==> src/rtl/multicycle_ctrl_pkg.sv <==
// Shared types and encodings for the multicycle MIPS control unit:
// state codes, opcodes, mux-select constants and the per-state strobe decode.
package multicycle_pkg;

  typedef enum logic [3:0] {
    S_FETCH    = 4'd0,
    S_DECODE   = 4'd1,
    S_MEMADR   = 4'd2,
    S_MEMRD    = 4'd3,
    S_MEMWB    = 4'd4,
    S_MEMWR    = 4'd5,
    S_RTYPE_EX = 4'd6,
    S_RTYPE_WB = 4'd7,
    S_BEQ      = 4'd8,
    S_JUMP     = 4'd9,
    S_ADDI_EX  = 4'd10,
    S_ADDI_WB  = 4'd11,
    S_BNE      = 4'd12,
    S_TRAP     = 4'd13
  } state_e;

  localparam logic [5:0] OP_RTYPE = 6'b000000;
  localparam logic [5:0] OP_LW    = 6'b100011;
  localparam logic [5:0] OP_SW    = 6'b101011;
  localparam logic [5:0] OP_BEQ   = 6'b000100;
  localparam logic [5:0] OP_BNE   = 6'b000101;
  localparam logic [5:0] OP_J     = 6'b000010;
  localparam logic [5:0] OP_ADDI  = 6'b001000;

  localparam logic [1:0] ALUOP_ADD   = 2'b00;
  localparam logic [1:0] ALUOP_SUB   = 2'b01;
  localparam logic [1:0] ALUOP_FUNCT = 2'b10;

  localparam logic [1:0] SRCB_REG   = 2'b00;
  localparam logic [1:0] SRCB_FOUR  = 2'b01;
  localparam logic [1:0] SRCB_IMM   = 2'b10;
  localparam logic [1:0] SRCB_BROFF = 2'b11;

  localparam logic [1:0] PCSRC_ALU    = 2'b00;
  localparam logic [1:0] PCSRC_ALUOUT = 2'b01;
  localparam logic [1:0] PCSRC_JUMP   = 2'b10;

  typedef struct packed {
    logic       pc_write;
    logic       pc_write_cond;
    logic       branch_ne;
    logic       iord;
    logic       mem_read;
    logic       mem_write;
    logic       mem_to_reg;
    logic       reg_write;
    logic       reg_dst;
    logic       alu_src_a;
    logic [1:0] alu_src_b;
    logic [1:0] alu_op;
    logic [1:0] pc_source;
    logic       illegal;
  } ctrl_t;

  // Ready-dependent FETCH strobes (pc_write/ir_write) are added outside this decode.
  function automatic ctrl_t decode_state(state_e s);
    ctrl_t c;
    c = '0;
    case (s)
      S_FETCH:   begin c.mem_read = 1'b1; c.alu_src_b = SRCB_FOUR; end
      S_DECODE:  c.alu_src_b = SRCB_BROFF;
      S_MEMADR,
      S_ADDI_EX: begin c.alu_src_a = 1'b1; c.alu_src_b = SRCB_IMM; end
      S_MEMRD:   begin c.mem_read = 1'b1; c.iord = 1'b1; end
      S_MEMWB:   begin c.reg_write = 1'b1; c.mem_to_reg = 1'b1; end
      S_MEMWR:   begin c.mem_write = 1'b1; c.iord = 1'b1; end
      S_RTYPE_EX: begin c.alu_src_a = 1'b1; c.alu_op = ALUOP_FUNCT; end
      S_RTYPE_WB: begin c.reg_write = 1'b1; c.reg_dst = 1'b1; end
      S_ADDI_WB: c.reg_write = 1'b1;
      S_BEQ, S_BNE: begin
        c.alu_src_a     = 1'b1;
        c.alu_op        = ALUOP_SUB;
        c.pc_write_cond = 1'b1;
        c.pc_source     = PCSRC_ALUOUT;
        c.branch_ne     = (s == S_BNE);
      end
      S_JUMP:    begin c.pc_write = 1'b1; c.pc_source = PCSRC_JUMP; end
      S_TRAP:    c.illegal = 1'b1;
      default:   c = '0;
    endcase
    return c;
  endfunction

endpackage

==> src/rtl/multicycle_ctrl_if.sv <==
// Opcode/handshake inputs and datapath control strobes of the multicycle control unit.
interface multicycle_ctrl_if #(
  parameter int unsigned CNT_W = 16
);
  logic [5:0]       op;
  logic             mem_ready;
  logic             pc_write, pc_write_cond, branch_ne;
  logic             iord, mem_read, mem_write, ir_write;
  logic             mem_to_reg, reg_write, reg_dst;
  logic             alu_src_a;
  logic [1:0]       alu_src_b, alu_op, pc_source;
  logic             illegal;
  logic [3:0]       state;
  logic [CNT_W-1:0] instr_count;

  modport master (
    output op, mem_ready,
    input  pc_write, pc_write_cond, branch_ne, iord, mem_read, mem_write, ir_write,
    input  mem_to_reg, reg_write, reg_dst, alu_src_a, alu_src_b, alu_op, pc_source,
    input  illegal, state, instr_count
  );

  modport slave (
    input  op, mem_ready,
    output pc_write, pc_write_cond, branch_ne, iord, mem_read, mem_write, ir_write,
    output mem_to_reg, reg_write, reg_dst, alu_src_a, alu_src_b, alu_op, pc_source,
    output illegal, state, instr_count
  );
endinterface

==> src/rtl/multicycle_ctrl_dispatch.sv <==
// DECODE dispatch table: opcode to the first execute state; unknown opcodes trap.
module mc_dispatch
  import multicycle_pkg::*;
#(
  parameter bit EN_EXT = 1'b1
) (
  input  logic [5:0] op_i,
  output state_e     target_o
);
  always_comb begin
    target_o = S_TRAP;
    case (op_i)
      OP_LW, OP_SW: target_o = S_MEMADR;
      OP_RTYPE:     target_o = S_RTYPE_EX;
      OP_BEQ:       target_o = S_BEQ;
      OP_J:         target_o = S_JUMP;
      OP_BNE:       target_o = EN_EXT ? S_BNE : S_TRAP;
      OP_ADDI:      target_o = EN_EXT ? S_ADDI_EX : S_TRAP;
      default:      target_o = S_TRAP;
    endcase
  end
endmodule

==> src/rtl/multicycle_ctrl.sv <==
// Multicycle MIPS control unit: state register, memory wait handshake,
// registered Moore strobes and a retired-instruction counter.
module multicycle_ctrl
  import multicycle_pkg::*;
#(
  parameter bit          MEM_HANDSHAKE = 1'b1,
  parameter bit          EN_EXT        = 1'b1,
  parameter int unsigned CNT_W         = 16
) (
  input  logic             clk,
  input  logic             rst_n,
  multicycle_ctrl_if.slave bus
);
  state_e           state_q, state_d, dispatch_tgt;
  ctrl_t            ctl_q;
  logic [CNT_W-1:0] cnt_q;
  logic             ready, retire, fetch_rdy;

  assign ready = MEM_HANDSHAKE ? bus.mem_ready : 1'b1;

  mc_dispatch #(.EN_EXT(EN_EXT)) u_dispatch (
    .op_i     (bus.op),
    .target_o (dispatch_tgt)
  );

  always_comb begin
    state_d = state_q;
    retire  = 1'b0;
    case (state_q)
      S_FETCH:    if (ready) state_d = S_DECODE;
      S_DECODE:   state_d = dispatch_tgt;
      S_MEMADR:   state_d = (bus.op == OP_SW) ? S_MEMWR : S_MEMRD;
      S_MEMRD:    if (ready) state_d = S_MEMWB;
      S_MEMWR:    if (ready) begin state_d = S_FETCH; retire = 1'b1; end
      S_RTYPE_EX: state_d = S_RTYPE_WB;
      S_ADDI_EX:  state_d = S_ADDI_WB;
      S_MEMWB, S_RTYPE_WB, S_ADDI_WB, S_BEQ, S_BNE, S_JUMP: begin
        state_d = S_FETCH;
        retire  = 1'b1;
      end
      S_TRAP:     state_d = S_TRAP;
      default:    state_d = S_FETCH;
    endcase
  end

  // Strobes are decoded from the next state so they are registered yet still Moore in state_q.
  always_ff @(posedge clk or negedge rst_n) begin
    if (!rst_n) begin
      state_q <= S_FETCH;
      ctl_q   <= decode_state(S_FETCH);
      cnt_q   <= '0;
    end else begin
      state_q <= state_d;
      ctl_q   <= decode_state(state_d);
      if (retire) cnt_q <= cnt_q + CNT_W'(1);
    end
  end

  assign fetch_rdy = (state_q == S_FETCH) && ready;

  assign bus.pc_write      = ctl_q.pc_write | fetch_rdy;
  assign bus.ir_write      = fetch_rdy;
  assign bus.pc_write_cond = ctl_q.pc_write_cond;
  assign bus.branch_ne     = ctl_q.branch_ne;
  assign bus.iord          = ctl_q.iord;
  assign bus.mem_read      = ctl_q.mem_read;
  assign bus.mem_write     = ctl_q.mem_write;
  assign bus.mem_to_reg    = ctl_q.mem_to_reg;
  assign bus.reg_write     = ctl_q.reg_write;
  assign bus.reg_dst       = ctl_q.reg_dst;
  assign bus.alu_src_a     = ctl_q.alu_src_a;
  assign bus.alu_src_b     = ctl_q.alu_src_b;
  assign bus.alu_op        = ctl_q.alu_op;
  assign bus.pc_source     = ctl_q.pc_source;
  assign bus.illegal       = ctl_q.illegal;
  assign bus.state         = state_q;
  assign bus.instr_count   = cnt_q;
endmodule

==> src/flat_wrapper.sv <==
// flat-port wrapper written by rule: the top's interface ports become plain ports
module multicycle_ctrl_flat import multicycle_pkg::*;
#(
  parameter bit          MEM_HANDSHAKE = 1'b1,
  parameter bit          EN_EXT        = 1'b1,
  parameter int unsigned CNT_W         = 16
)
  (clk, rst_n, bus_op, bus_mem_ready, bus_pc_write, bus_pc_write_cond, bus_branch_ne, bus_iord, bus_mem_read, bus_mem_write, bus_ir_write, bus_mem_to_reg, bus_reg_write, bus_reg_dst, bus_alu_src_a, bus_alu_src_b, bus_alu_op, bus_pc_source, bus_illegal, bus_state, bus_instr_count);
  multicycle_ctrl_if #(.CNT_W(CNT_W)) bus_i ();
  input  logic clk;
  input  logic rst_n;
  input wire logic [$bits(bus_i.op)-1:0] bus_op;
  input wire logic [$bits(bus_i.mem_ready)-1:0] bus_mem_ready;
  output wire logic [$bits(bus_i.pc_write)-1:0] bus_pc_write;
  output wire logic [$bits(bus_i.pc_write_cond)-1:0] bus_pc_write_cond;
  output wire logic [$bits(bus_i.branch_ne)-1:0] bus_branch_ne;
  output wire logic [$bits(bus_i.iord)-1:0] bus_iord;
  output wire logic [$bits(bus_i.mem_read)-1:0] bus_mem_read;
  output wire logic [$bits(bus_i.mem_write)-1:0] bus_mem_write;
  output wire logic [$bits(bus_i.ir_write)-1:0] bus_ir_write;
  output wire logic [$bits(bus_i.mem_to_reg)-1:0] bus_mem_to_reg;
  output wire logic [$bits(bus_i.reg_write)-1:0] bus_reg_write;
  output wire logic [$bits(bus_i.reg_dst)-1:0] bus_reg_dst;
  output wire logic [$bits(bus_i.alu_src_a)-1:0] bus_alu_src_a;
  output wire logic [$bits(bus_i.alu_src_b)-1:0] bus_alu_src_b;
  output wire logic [$bits(bus_i.alu_op)-1:0] bus_alu_op;
  output wire logic [$bits(bus_i.pc_source)-1:0] bus_pc_source;
  output wire logic [$bits(bus_i.illegal)-1:0] bus_illegal;
  output wire logic [$bits(bus_i.state)-1:0] bus_state;
  output wire logic [$bits(bus_i.instr_count)-1:0] bus_instr_count;
  assign bus_i.op = bus_op;
  assign bus_i.mem_ready = bus_mem_ready;
  assign bus_pc_write = bus_i.pc_write;
  assign bus_pc_write_cond = bus_i.pc_write_cond;
  assign bus_branch_ne = bus_i.branch_ne;
  assign bus_iord = bus_i.iord;
  assign bus_mem_read = bus_i.mem_read;
  assign bus_mem_write = bus_i.mem_write;
  assign bus_ir_write = bus_i.ir_write;
  assign bus_mem_to_reg = bus_i.mem_to_reg;
  assign bus_reg_write = bus_i.reg_write;
  assign bus_reg_dst = bus_i.reg_dst;
  assign bus_alu_src_a = bus_i.alu_src_a;
  assign bus_alu_src_b = bus_i.alu_src_b;
  assign bus_alu_op = bus_i.alu_op;
  assign bus_pc_source = bus_i.pc_source;
  assign bus_illegal = bus_i.illegal;
  assign bus_state = bus_i.state;
  assign bus_instr_count = bus_i.instr_count;
  multicycle_ctrl #(.MEM_HANDSHAKE(MEM_HANDSHAKE), .EN_EXT(EN_EXT), .CNT_W(CNT_W)) u_core (.clk(clk), .rst_n(rst_n), .bus(bus_i));
endmodule
==> config.mk <==
export PLATFORM = sky130hd
export DESIGN_NAME = multicycle_ctrl_flat
export DESIGN_NICKNAME = d
export VERILOG_FILES = /design/src/rtl/multicycle_ctrl_pkg.sv /design/src/rtl/multicycle_ctrl_if.sv /design/src/rtl/multicycle_ctrl_dispatch.sv /design/src/rtl/multicycle_ctrl.sv /design/src/flat_wrapper.sv
export SDC_FILE = /design/constraint.sdc
export NUM_CORES = 1
export LEC_CHECK = 0
export CAP_MARGIN = 20
export CORE_AREA = 5 5 83 85
export DETAILED_ROUTE_END_ITERATION = 10
export DIE_AREA = 0 0 88 90
export DONT_BUFFER_PORTS = 1
export GPL_TIMING_DRIVEN = 0
export PLACE_DENSITY = 0.43
export SYNTH_ARGS = -nofsm -noshare
export SYNTH_HDL_FRONTEND = slang
export SYNTH_SLANG_ARGS = --single-unit
export TNS_END_PERCENT = 5
==> constraint.sdc <==
create_clock -name clk -period 2.2 [get_ports clk]
set_input_delay 0.11 -clock clk [delete_from_list [all_inputs] [get_ports clk]]
set_output_delay 0.11 -clock clk [all_outputs]
set_load 0.1 [all_outputs]
==> flow_metrics.env <==
export IMPL_status="completed"
export IMPL_fin_nets=186
export IMPL_grt_pass1_vias=1386
export IMPL_pin_count=47
export IMPL_overflow=0
export IMPL_avgSynthCellArea_um2=10.8
export IMPL_worstHoldStart="bus_op[3]"
export IMPL_gr_usage_met1_pct=14.0
export IMPL_drc=0
export IMPL_setup_violations=0
export IMPL_numCtsBuffers=5
export IMPL_fp_coreArea_um2=6130
export IMPL_cts_sinks=36
export IMPL_largest_reg_flops=16
export IMPL_use_met2_pct=17.5
export IMPL_worst_path_stages=5
export IMPL_cts_max_path_buffers=2
export IMPL_crit_chain="o21bai_2, a311oi_4, and4_4, nand3_1, xnor2_1"
export IMPL_cts_htree_levels=2
export IMPL_hold_viol=0
export IMPL_r2r_slack_ps=130
export IMPL_endpoint_kind="flip-flop"
export IMPL_wl_per_cell_um=16.8
export IMPL_cts_tree="done"
export IMPL_synth_seq_cells=36
export IMPL_diodes=0
export IMPL_worstSetupPathType="flip-flop to flip-flop"
export IMPL_hp_class="input port to flip-flop"
export IMPL_fin_ws_ps=132
export IMPL_grt_pass1_wl_um=7150
export IMPL_syn2layout_area_growth_pct=20.9
export IMPL_drv_slew=0
export IMPL_max_freq_mhz=483
export IMPL_period_needed_ps=2070
export IMPL_clk_latency_ps=290
export IMPL_synth_cells=164
export IMPL_cap_violations=0
export IMPL_critical_path_required_ps=2340
export IMPL_timing_rr_start="u_core.bus.state[3]"
export IMPL_grt_max_degree=37
export IMPL_seq_area_frac_synth_pct=51.0
export IMPL_busiest_layer="met2"
export IMPL_vias=1285
export IMPL_reg2reg_depth=5
export IMPL_timing_final_crit_share_pct=94.0
export IMPL_cp_top_family="compound AO/OA/AOI/OAI gates"
export IMPL_cp_slowest_cell="dfrtp_4"
export IMPL_crit_end="u_core.bus.instr_count[12]"
export IMPL_first_pass_iters=4
export IMPL_dpl_hpwl_um=3100
export IMPL_crit_path_start="u_core.bus.state[3]"
export IMPL_gp_congestion=0.807
export IMPL_drive_above_1_share_pct=29.4
export IMPL_antenna_found_initial=0
export IMPL_first_iter_violations=55
export IMPL_io_buffers=0
export IMPL_ys_types=48
export IMPL_die_area_um2=7920
export IMPL_cp_arrival_ps=2210
export IMPL_dieHeight_um=90
export IMPL_cts_reportedPaths_clkPinSlew_ps=70
export IMPL_die_w_um=88
export IMPL_root_buffer="clkbuf_8"
export IMPL_cp_max_fo=6
export IMPL_clock_skew_ps=9.19
export IMPL_wl_um=4260
export IMPL_rows=29
export IMPL_synth_fp_nets=174
export IMPL_syn_area_um2=1770
export IMPL_cp_start_kind="flip-flop"
export IMPL_rsz0062_at_grt="yes"
export IMPL_worst_pin_slew_ps=1070
export IMPL_track_usage_pct=11.6
export IMPL_pre_cts_ws_ps=-248
export IMPL_slowest_delay_ps=640
export IMPL_ant_nets=0
export IMPL_start_util_pct=28.9
export IMPL_yosysWarnings=0
export IMPL_viasPerCell=5.06
export IMPL_slew_limit_headroom_pct=29.0
export IMPL_worstReg2RegEnd="u_core.bus.instr_count[12]"
export IMPL_met3_usage_pct=6.58
export IMPL_crit_buf_inv=0
## Yosys cell counts, drive strengths merged
master / instances / area [um2]
dfrtp: 34 / 851
nand2: 14 / 52.6
nor2: 11 / 41.3
nor3: 10 / 60.1
xnor2: 9 / 78.8
nand3: 7 / 35.0
and3: 6 / 37.5
xor2: 6 / 52.6
a21oi: 4 / 23.8
inv: 4 / 17.5
nor2b: 4 / 25.0
nor3b: 4 / 30.0
and2: 3 / 18.8
clkbuf: 3 / 11.3
nor4b: 3 / 32.5
or2: 3 / 18.8
a221oi: 2 / 41.3
a311oi: 2 / 23.8
and4: 2 / 17.5
buf: 2 / 10.0
dfstp: 2 / 52.6
mux2: 2 / 22.5
nand2b: 2 / 12.5
nand4: 2 / 12.5
o211ai: 2 / 15.0
o21ai: 2 / 10.0
o21bai: 2 / 15.0
o221ai: 2 / 17.5
o31ai: 2 / 25.0
or3: 2 / 12.5
a22oi: 1 / 7.51
a31o: 1 / 8.76
a31oi: 1 / 6.26
a41o: 1 / 10.0
ha: 1 / 12.5
mux2i: 1 / 10.0
nor4: 1 / 6.26
o2bb2ai: 1 / 8.76
o41ai: 1 / 8.76
or3b: 1 / 8.76
or4: 1 / 11.3
## cell families (layout without fill, tap and decap cells)
group                    count (synthesis)  in the layout  share of synthesized area (%)
AO/OA/AOI/OAI                           24             24                           12.5
XOR/XNOR                                15             15                           7.41
adder cells (fa/ha/maj)                  1              1                          0.706
buffers and inverters                    9             22                           2.19
flip-flops                              36             36                           51.0
multiplexers                             3              3                           1.83
AND/OR/NAND/NOR                         76             76                           24.4
## worst min-delay path by stage
stage | end | slack [ps] | cells past startpoint
after floorplan | u_core.bus.alu_op[0] | -190 | 0
after global placement | u_core.bus.reg_write | -180 | 0
after detailed placement | u_core.bus.instr_count[6] | -180 | 0
after CTS | u_core.bus.iord | 110 | 3
after global routing | u_core.bus.iord | 130 | 3
final | u_core.bus.iord | 100 | 3
## worst register-to-register path: stages (launching register included)
cell      delay [ps]
dfrtp_4          640
o21bai_2         270
a311oi_4         430
and4_4           300
nand3_1          100
xnor2_1          180
## metal layers
metal | vias to the layer above | routed length, um
met5 | - | 0
met4 | 0 | 40
met3 | 4 | 388
met2 | 37 | 1980
met1 | 631 | 1840
li1 | 613 | -
## through the flow
step	area [um2]	setup TNS, ps	util, %	hold slack (ps)	instances
6_report	2140	0	35.0	105	254
5_1_grt	2140	-3.37	35.0	132	254
3_5_place_dp	1930	-3440	31.5	-185	242
2_1_floorplan	1820	-438	-	-186	164
4_1_cts	2100	-7.57	34.2	112	252
3_3_place_gp	1920	-3640	31.3	-185	241
## cell usage in the layout (no fill, tap or decap), types with 5 or more instances in the layout
master,synthesis,final
nor3_1,8,7
and3_1,6,6
xnor2_1,9,9
nand3_1,7,7
xor2_1,6,6
nor2_1,11,11
clkbuf_8,0,5
nand2_1,14,14
dfrtp_1,34,23
dfrtp_2,0,7
## cell type report
| class | count | area, um2 |
|---|---|---|
| Fill cell | 602 | 3990 |
| Sequential cell | 36 | 927 |
| Multi-Input combinational cell | 119 | 908 |
| Tap cell | 77 | 96.3 |
| Clock buffer | 7 | 76.3 |
| Timing Repair Buffer | 5 | 60.1 |
| Buffer | 5 | 52.6 |
| Inverter | 4 | 17.5 |
| Clock inverter | 1 | 5.00 |
## timing repair
item / CTS / global route
endpoints found under the hold margin: 36 / 0
pin swaps: 1 / 2
buffers inserted: 0 / 2
setup endpoints to repair: 25 / 19
hold buffers: 2 / 0
gates resized for setup: 15 / 14
Power is left out: the tool's default activity adds up to more than one toggle a clock period on the data nets, which glitch-free logic cannot reach.
